$ cat src/rtl/ula_pkg.sv
// ula_pkg: shared opcodes, FSM state encoding and default widths for the
// ula_seq operation sequencer and its timeout counter.
package ula_pkg;

    localparam int unsigned LARG_A         = 16;
    localparam int unsigned LARG_B         = 8;
    localparam int unsigned TIMEOUT_PADRAO = 128;

    localparam logic OP_MUL = 1'b0;
    localparam logic OP_DIV = 1'b1;

    typedef enum logic [1:0] {
        OCIOSO  = 2'd0,
        DISPARA = 2'd1,
        ESPERA  = 2'd2,
        CONCLUI = 2'd3
    } estado_t;

endpackage : ula_pkg

$ cat src/rtl/ula_timeout.sv
// ula_timeout: cycle counter bounding how long the sequencer waits for a unit.
// Ports:
//   clk, rst      clock and synchronous active-high reset
//   limpa_i       clear the count (takes priority over habilita_i)
//   habilita_i    count one cycle
//   estouro_o     registered; high while the count equals TIMEOUT-1, i.e.
//                 during the TIMEOUT-th enabled cycle after a clear
module ula_timeout #(
    parameter int unsigned TIMEOUT = ula_pkg::TIMEOUT_PADRAO
) (
    input  logic clk,
    input  logic rst,
    input  logic limpa_i,
    input  logic habilita_i,
    output logic estouro_o
);

    localparam int unsigned LARG_CNT = $clog2(TIMEOUT + 1);

    logic [LARG_CNT-1:0] cnt_q, cnt_d;
    logic                estouro_q, estouro_d;

    // Flag is computed from the next count so it lines up with cnt_q.
    always_comb begin : cnt_comb
        cnt_d = cnt_q;
        if (limpa_i) begin
            cnt_d = '0;
        end else if (habilita_i) begin
            cnt_d = cnt_q + LARG_CNT'(1);
        end
        estouro_d = (cnt_d == LARG_CNT'(TIMEOUT - 1));
    end

    always_ff @(posedge clk) begin : cnt_reg
        if (rst) begin
            cnt_q     <= '0;
            estouro_q <= 1'b0;
        end else begin
            cnt_q     <= cnt_d;
            estouro_q <= estouro_d;
        end
    end

    assign estouro_o = estouro_q;

endmodule : ula_timeout

$ cat src/rtl/ula_seq.sv
// ula_seq: sequencer in front of the 8-bit multiplier and divider. Latches one
// request, pulses the selected unit's start line, waits for its done flag and
// holds the result with pronto; flags div-by-zero and unit timeout via erro.
// Ports:
//   clk, rst                  clock, synchronous active-high reset
//   inicio, op, a, b          request strobe, opcode (0 mul, 1 div), operands
//   resultado, resto          product/quotient and remainder (0 for mul)
//   pronto, erro, ocupado     result valid, error, busy (all registered)
//   mul_*                     multiplier handshake and operands
//   div_*                     divider handshake and operands
module ula_seq #(
    parameter int unsigned LARG_A  = ula_pkg::LARG_A,
    parameter int unsigned LARG_B  = ula_pkg::LARG_B,
    parameter int unsigned TIMEOUT = ula_pkg::TIMEOUT_PADRAO
) (
    input  logic              clk,
    input  logic              rst,
    input  logic              inicio,
    input  logic              op,
    input  logic [LARG_A-1:0] a,
    input  logic [LARG_B-1:0] b,
    output logic [LARG_A-1:0] resultado,
    output logic [LARG_B-1:0] resto,
    output logic              pronto,
    output logic              ocupado,
    output logic              erro,
    output logic              mul_inicio,
    output logic [LARG_A-1:0] mul_multiplicando,
    output logic [LARG_B-1:0] mul_multiplicador,
    input  logic [LARG_A-1:0] mul_produto,
    input  logic              mul_fim,
    output logic              div_inicio,
    output logic [LARG_A-1:0] div_dividendo,
    output logic [LARG_B-1:0] div_divisor,
    input  logic [LARG_A-1:0] div_quociente,
    input  logic [LARG_B-1:0] div_resto,
    input  logic              div_fim
);

    import ula_pkg::*;

    estado_t estado_q, estado_d;

    logic              op_q, op_d;
    logic [LARG_A-1:0] a_q, a_d;
    logic [LARG_B-1:0] b_q, b_d;
    logic [LARG_A-1:0] resultado_q, resultado_d;
    logic [LARG_B-1:0] resto_q, resto_d;
    logic              pronto_q, pronto_d;
    logic              erro_q, erro_d;
    logic              ocupado_q, ocupado_d;
    logic              mul_inicio_q, mul_inicio_d;
    logic              div_inicio_q, div_inicio_d;
    logic              espera_inicial_q, espera_inicial_d;

    logic estouro;
    logic aceita_c, div_zero_c, fim_sel_c, fim_ok_c, estouro_ok_c;

    ula_timeout #(
        .TIMEOUT (TIMEOUT)
    ) u_timeout (
        .clk        (clk),
        .rst        (rst),
        .limpa_i    (estado_q == DISPARA),
        .habilita_i (estado_q == ESPERA),
        .estouro_o  (estouro)
    );

    // Request decode and completion conditions shared by both comb processes.
    assign aceita_c     = inicio && ((estado_q == OCIOSO) || (estado_q == CONCLUI));
    assign div_zero_c   = (op == OP_DIV) && (b == '0);
    assign fim_sel_c    = (op_q == OP_DIV) ? div_fim : mul_fim;
    // First ESPERA cycle is masked so a done flag left over from the previous
    // operation cannot be taken as completion of this one.
    assign fim_ok_c     = (estado_q == ESPERA) && !espera_inicial_q && fim_sel_c;
    assign estouro_ok_c = (estado_q == ESPERA) && estouro;

    // State register.
    always_ff @(posedge clk) begin : estado_reg
        if (rst) begin
            estado_q <= OCIOSO;
        end else begin
            estado_q <= estado_d;
        end
    end

    // Next-state logic.
    always_comb begin : prox_estado_comb
        estado_d = estado_q;
        case (estado_q)
            OCIOSO, CONCLUI: begin
                if (aceita_c) begin
                    estado_d = div_zero_c ? CONCLUI : DISPARA;
                end
            end
            DISPARA: estado_d = ESPERA;
            ESPERA: begin
                if (fim_ok_c || estouro_ok_c) begin
                    estado_d = CONCLUI;
                end
            end
            default: estado_d = OCIOSO;
        endcase
    end

    // Output/datapath next values; every output is registered below.
    always_comb begin : saida_comb
        op_d             = op_q;
        a_d              = a_q;
        b_d              = b_q;
        resultado_d      = resultado_q;
        resto_d          = resto_q;
        pronto_d         = pronto_q;
        erro_d           = erro_q;
        ocupado_d        = 1'b0;
        mul_inicio_d     = 1'b0;
        div_inicio_d     = 1'b0;
        espera_inicial_d = (estado_q == DISPARA);
        case (estado_q)
            OCIOSO, CONCLUI: begin
                if (aceita_c) begin
                    op_d     = op;
                    a_d      = a;
                    b_d      = b;
                    pronto_d = 1'b0;
                    erro_d   = 1'b0;
                    if (div_zero_c) begin
                        pronto_d    = 1'b1;
                        erro_d      = 1'b1;
                        resultado_d = '0;
                        resto_d     = '0;
                    end else begin
                        ocupado_d    = 1'b1;
                        mul_inicio_d = (op == OP_MUL);
                        div_inicio_d = (op == OP_DIV);
                    end
                end
            end
            DISPARA: ocupado_d = 1'b1;
            ESPERA: begin
                // Done beats timeout when both happen in the same cycle.
                if (fim_ok_c) begin
                    pronto_d = 1'b1;
                    erro_d   = 1'b0;
                    if (op_q == OP_DIV) begin
                        resultado_d = div_quociente;
                        resto_d     = div_resto;
                    end else begin
                        resultado_d = mul_produto;
                        resto_d     = '0;
                    end
                end else if (estouro_ok_c) begin
                    pronto_d    = 1'b1;
                    erro_d      = 1'b1;
                    resultado_d = '0;
                    resto_d     = '0;
                end else begin
                    ocupado_d = 1'b1;
                end
            end
            default: ;
        endcase
    end

    // Output and operand registers.
    always_ff @(posedge clk) begin : saida_reg
        if (rst) begin
            op_q             <= 1'b0;
            a_q              <= '0;
            b_q              <= '0;
            resultado_q      <= '0;
            resto_q          <= '0;
            pronto_q         <= 1'b0;
            erro_q           <= 1'b0;
            ocupado_q        <= 1'b0;
            mul_inicio_q     <= 1'b0;
            div_inicio_q     <= 1'b0;
            espera_inicial_q <= 1'b0;
        end else begin
            op_q             <= op_d;
            a_q              <= a_d;
            b_q              <= b_d;
            resultado_q      <= resultado_d;
            resto_q          <= resto_d;
            pronto_q         <= pronto_d;
            erro_q           <= erro_d;
            ocupado_q        <= ocupado_d;
            mul_inicio_q     <= mul_inicio_d;
            div_inicio_q     <= div_inicio_d;
            espera_inicial_q <= espera_inicial_d;
        end
    end

    assign resultado         = resultado_q;
    assign resto             = resto_q;
    assign pronto            = pronto_q;
    assign erro              = erro_q;
    assign ocupado           = ocupado_q;
    assign mul_inicio        = mul_inicio_q;
    assign div_inicio        = div_inicio_q;
    assign mul_multiplicando = a_q;
    assign mul_multiplicador = b_q;
    assign div_dividendo     = a_q;
    assign div_divisor       = b_q;

endmodule : ula_seq

$ cat config.mk
export PLATFORM = sky130hd
export DESIGN_NAME = ula_seq
export DESIGN_NICKNAME = d
export VERILOG_FILES = /design/src/rtl/ula_pkg.sv /design/src/rtl/ula_timeout.sv /design/src/rtl/ula_seq.sv
export SDC_FILE = /design/constraint.sdc
export NUM_CORES = 1
export LEC_CHECK = 0
export ABC_AREA = 1
export CORE_ASPECT_RATIO = 0.8
export CORE_MARGIN = 2
export CORE_UTILIZATION = 25
export CTS_CLUSTER_SIZE = 28
export DETAILED_ROUTE_END_ITERATION = 16
export PLACE_DENSITY = 0.53
export SLEW_MARGIN = 30
export SYNTH_ARGS = -nofsm -noshare
export SYNTH_HDL_FRONTEND = slang
export SYNTH_SLANG_ARGS = --single-unit
$ cat constraint.sdc
create_clock -name clk -period 3.5 [get_ports clk]
set_clock_uncertainty 0.1 [all_clocks]
set_input_delay 1.05 -clock clk [delete_from_list [all_inputs] [get_ports clk]]
set_output_delay 1.05 -clock clk [all_outputs]
set_load 0.05 [all_outputs]
; After elaboration in Yosys (flattened, before gate mapping)
; Cells that the tools add are included.
[totals]
elab_cells = 74
out_inout_bits = 77
regBits = 66
[classes]
bitwise_logic = 3
n_reduce_logical = 17
n_addsub = 1
n_mux = 31
n_eq_ne = 8
[op_table]
columns = operator, count
row1 = 16-bit 2-to-1 mux, 5
row2 = 8-bit 2-to-1 mux, 7
row3 = 16-bit one-hot mux with 2 select lines, 1
row4 = 8-bit one-hot mux with 2 select lines, 1
row5 = 1-bit 2-to-1 mux, 10
row6 = 8-bit by 1-bit adder with 8-bit output (second input constant), 1
row7 = 8-bit by 7-bit == test with 1-bit output (second input constant), 1
row8 = 8-bit logical NOT, 1
row9 = 2-bit 2-to-1 mux, 3
row10 = 2-bit != test (second input constant), 3
row11 = 2-bit one-hot mux with 3 select lines, 1
row12 = 1-bit logical AND, 5
row13 = 2-bit == test (second input constant), 2
row14 = 1-bit one-hot mux with 2 select lines, 2
row15 = 2-bit AND reduction, 2
row16 = 4-bit AND reduction, 1
row17 = 4-bit OR reduction, 1
row18 = 3-bit != test (second input constant), 1
row19 = 1-bit NOT, 3
row20 = 1-bit one-hot mux with 3 select lines, 1
row21 = 3-bit AND reduction, 1
row22 = 2-bit by 1-bit == test with 1-bit output (second input constant), 1
row23 = 2-bit logical NOT, 1
row24 = 1-bit logical OR, 2
row25 = other kinds (3), 3

; Depth between registers and ports, before layout
[logic_depth]
ltp_word = 6
ltp_mapped = 12
mapped_depth_nobuf = 11

; Modules after synthesis
; From an unflattened synthesis, not the netlist that was laid out.
[unflattened]
cells_unflattened = 472
area_unflattened_um2 = 3154.3
[by_module_without_submodules]
columns = module, seq_area_each_um2, cells_each, area_each_um2, n_inst
row1 = ula_seq, 1141.1, 401, 2675.1, 1
row2 = ula_timeout, 180.2, 71, 479.2, 1

; Worst setup path before layout
; OpenSTA, ideal clock, no wires.
[synth_timing]
path_type = input port to flip-flop
start = input port b[2]
end = register resultado_q[3], in the netlist resultado[3]
setup_ns = 0.116
path_slack_ns = 1.340
required_ns = 3.284
arrival_ns = 1.944
path_stages = 7
cell_sequence = nor2_1 > nand3_1 > o21ai_1 > nand3_4 > buf_6 > o21ai_0 > nor2_1
[synth_between]
elab_chain_cells = 4
[synth_rtl]
columns = element, line
row1 = "start, declared", ula_seq.sv:21  ; input logic [LARG_B-1:0] b,
row2 = 8-bit logical NOT, ula_seq.sv:71  ; assign div_zero_c = (op == OP_DIV) && (b == '0);
row3 = 1-bit logical AND, ula_seq.sv:71
row4 = 2-bit != test (no source line), -
row5 = 4-bit AND reduction (no source line), -
row6 = "end signal, assigned", ula_seq.sv:183  ; resultado_q <= resultado_d;
row7 = "end, declared", ula_seq.sv:47  ; logic [LARG_A-1:0] resultado_q, resultado_d;
; Every way passes these cells.
; A chain may end at the register's enable or synchronous reset.

; Worst setup path after layout
[layout_timing]
start = register resto_q[7], in the netlist resto[7]
end = output port resto[7]
[layout_rtl]
columns = element, line
row1 = "start, declared", ula_seq.sv:48  ; logic [LARG_B-1:0] resto_q, resto_d;
row2 = "start signal, assigned", ula_seq.sv:184  ; resto_q <= resto_d;
row3 = "end, declared", ula_seq.sv:23  ; output logic [LARG_B-1:0] resto,
; No word-level cell between the ends.

==> results.sh <==
export IMPL_max_stage_delay_ns=0.84
export IMPL_synth_edf_count=0
export IMPL_r2r_cells=9
export IMPL_synth_async_reset_ratio_pct=0
export IMPL_core_area_um2=12100
export IMPL_die_h_um=103
export IMPL_antenna_cells=0
export IMPL_reg2reg_slack_ns=1.33
export IMPL_grt_pass1_wl_um=13700
export IMPL_ys_types=29
export IMPL_p_per_area_nw_per_um2=978
export IMPL_worstPathArrival_ns=1.52
export IMPL_fin_crit_ns=2.67
export IMPL_clkSinkCount=66
export IMPL_crit_start="resto[7]"
export IMPL_cpLargestDelayFamily="buffers and inverters"
export IMPL_port_buffers=146
export IMPL_pre_cts_slack_ns=0.540
export IMPL_fin_crit_sh_pct=76.2
export IMPL_synth_top_cell_area_share_pct=42.9
export IMPL_first_iter_violations=192
export IMPL_drcViolationCount=0
export IMPL_p_leak_nw=1.90
export IMPL_yosysWarnings=0
export IMPL_fin_area_um2=4740
export IMPL_wire_per_inst_um=12.7
export IMPL_hold_viol=0
export IMPL_drive_above_1_share_pct=6.20
export IMPL_startpoint_type="flip-flop"
export IMPL_overflow=0
export IMPL_max_freq_mhz=375
export IMPL_grt_pass1_vias=2777
export IMPL_path_cells="clkdlybuf4s50_1"
export IMPL_p_total_mw=4.63
export IMPL_slew_headroom_pct=63.9
export IMPL_clk_insertion_delay_late_ns=0.33
export IMPL_grt_max_degree=30
export IMPL_numCtsBuffers=9
export IMPL_yosysSeqAreaShare_pct=42.9
export IMPL_status="finished, final reports clean"
export IMPL_final_max_slew_viol_count=0
export IMPL_crit_fanout=2
export IMPL_ys_ff_latch=66
export IMPL_wl_um=8890
export IMPL_dr_pass1_iters=5
export IMPL_fin_tns_setup_ns=0
export IMPL_regToRegEndpoint="resultado[13]"
export IMPL_clk_pin_slew_ns=0.05
export IMPL_die_w_um=128
export IMPL_antenna_found_initial=0
export IMPL_yosys_area_top_type="dfxtp_1"
export IMPL_vdd_drop_max_uv=378
export IMPL_nNetsFinal=620
export IMPL_ant_nets=0
export IMPL_start_util_pct=25.4
export IMPL_area_delta_synth_final_pct=53.7
export IMPL_hpwlAfterDp_um=6570
export IMPL_final_setup_worst_slack_ns=0.833
export IMPL_worstHoldStart="resultado[6]"
export IMPL_root_buffer="clkbuf_16"
export IMPL_cp_depth=1
export IMPL_viasPerCell=4.39
export IMPL_syn_nets=501
export IMPL_num_rows=36
export IMPL_cts_hold_fix_buffers=0
export IMPL_end_kind="output pin"
export IMPL_hold_path_depth=2
export IMPL_syn_area_um2=3080
export IMPL_place_congestion=0.757
export IMPL_dr_total_vias=3070
export IMPL_whs_endpoint="resultado[6]"
export IMPL_crit_type="reg2out"
export IMPL_grt_usage_pct=13.5
export IMPL_cap_violations=0
export IMPL_required_ns=2.35
export IMPL_ys_flop_type="dfxtp_1"
export IMPL_ctsResizeCount=0
export IMPL_synth_cells=427
export IMPL_clockBufferDepth=2
export IMPL_crit_buf_inv=1
export IMPL_cp_slowest_cell="clkdlybuf4s50_1"
export IMPL_grt_setup_unrepaired="false"
export IMPL_dpl_cell_area_um2=4480
export IMPL_worst_pin_slew_ns=0.540
export IMPL_synth_area_per_cell_um2=7.22
export IMPL_cts_setup_buffers=0
export IMPL_setup_violations=0
export IMPL_cts_tree="built"
export IMPL_min_path_type="reg2reg"
export IMPL_io_pins=147
export IMPL_h_tree_depth=3
export IMPL_die_area_um2=13200
export IMPL_synth_top_cells_by_area="dfxtp_1 (43%), nor2_1 (14%), nand2_1 (7.9%), o21ai_0 (6.8%), buf_4 (6.1%)"
export IMPL_rr_startpoint="estado_q[0]"
logic make-up (layout without fill, tap and decap cells):
logic type	Yosys count	in the layout	share of synthesized area, %
adder cells (fa/ha/maj)	4	4	1.62
AND/OR/NAND/NOR	210	210	29.2
XOR/XNOR	1	1	0.284
buffers and inverters	67	188	12.6
flip-flops	66	66	42.9
AO/OA/AOI/OAI	79	79	13.4
sequential cells by signal, indices dropped and copies added, names as in the netlist:
name                 cells
div_dividendo           16
div_divisor              8
div_inicio               1
erro                     1
espera_inicial_q         1
estado_q                 2
mul_inicio               1
ocupado                  1
op_q                     1
pronto                   1
resto                    8
resultado               16
u_timeout.cnt_q          8
u_timeout.estouro_o      1
cells in the mapped netlist (4+ instances only):
cell / instances
a21oi_1: 27
buf_4: 25
buf_6: 5
clkbuf_1: 12
dfxtp_1: 66
ha_1: 4
inv_1: 21
nand2_1: 65
nand2_2: 4
nand3_1: 11
nand4_1: 4
nor2_1: 114
nor3_1: 4
o21ai_0: 42
o21ai_1: 4
per-layer routing:
metal  global-route usage [%]  routed length [um]  up-vias  part of all wire (%)
met5                        0                   0        -                     0
met4                     4.31                  87        0                  0.98
met3                     4.17                 477        7                   5.4
met2                     21.5                3930      106                    44
met1                     17.7                4400     1380                    49
li1                         -                   -     1577                     -
layout make-up:
| class | count | area (um^2) |
|---|---|---|
| fill | 1241 | 7380 |
| timing repair buffer | 151 | 1500 |
| multi-input combinational | 294 | 1370 |
| sequential | 66 | 1320 |
| clock buffer | 13 | 260 |
| tap | 152 | 190 |
| inverter | 24 | 95.1 |
cell usage in the layout (no fill, tap or decap):
| cell | count |
|---|---|
| clkdlybuf4s50_1 | 146 |
| nand3_4 | 2 |
| nand4_1 | 4 |
| dfxtp_1 | 66 |
| clkbuf_16 | 9 |
| inv_1 | 21 |
| nor3_1 | 4 |
| o21ai_0 | 42 |
| clkbuf_1 | 2 |
| buf_4 | 5 |
| nor2_4 | 1 |
| inv_6 | 1 |
| nor4_1 | 1 |
| or2_2 | 1 |
| xor2_1 | 1 |
| nand3_1 | 11 |
| a31oi_1 | 1 |
| ha_1 | 4 |
| o21ai_2 | 2 |
| nand2_4 | 2 |
| clkbuf_8 | 2 |
| o21bai_1 | 1 |
| nand2_1 | 65 |
| nor2_8 | 1 |
| a21oi_2 | 2 |
| inv_2 | 2 |
| nor2_1 | 114 |
| o21ai_1 | 4 |
| nand2_2 | 4 |
| a21oi_1 | 27 |
worst max path at each step:
stage and endpoint:
2_1_floorplan resultado[3], 5_1_grt resultado[7], 4_1_cts div_dividendo[8], 3_3_place_gp resultado[0], 6_report resto[7], 3_5_place_dp resultado[13]
through the flow:
step | util, % | hold slack (ns) | std cells
after global placement | 36.9 | 0.364 | 687
final | 39.1 | 0.379 | 700
after floorplan | - | 0.371 | 427
after detailed placement | 36.9 | 0.371 | 687
after global routing | 39.1 | 0.398 | 700
after CTS | 39.1 | 0.383 | 700
power breakdown:
group | switching (mW) | internal [mW] | leakage, nW
clock network | 0.291 | 0.505 | 0.128
registers | 0.148 | 0.994 | 0.541
logic | 1.85 | 0.849 | 1.23
total | 2.29 | 2.35 | 1.90
Note: power is estimated with default switching activity, not from simulation.
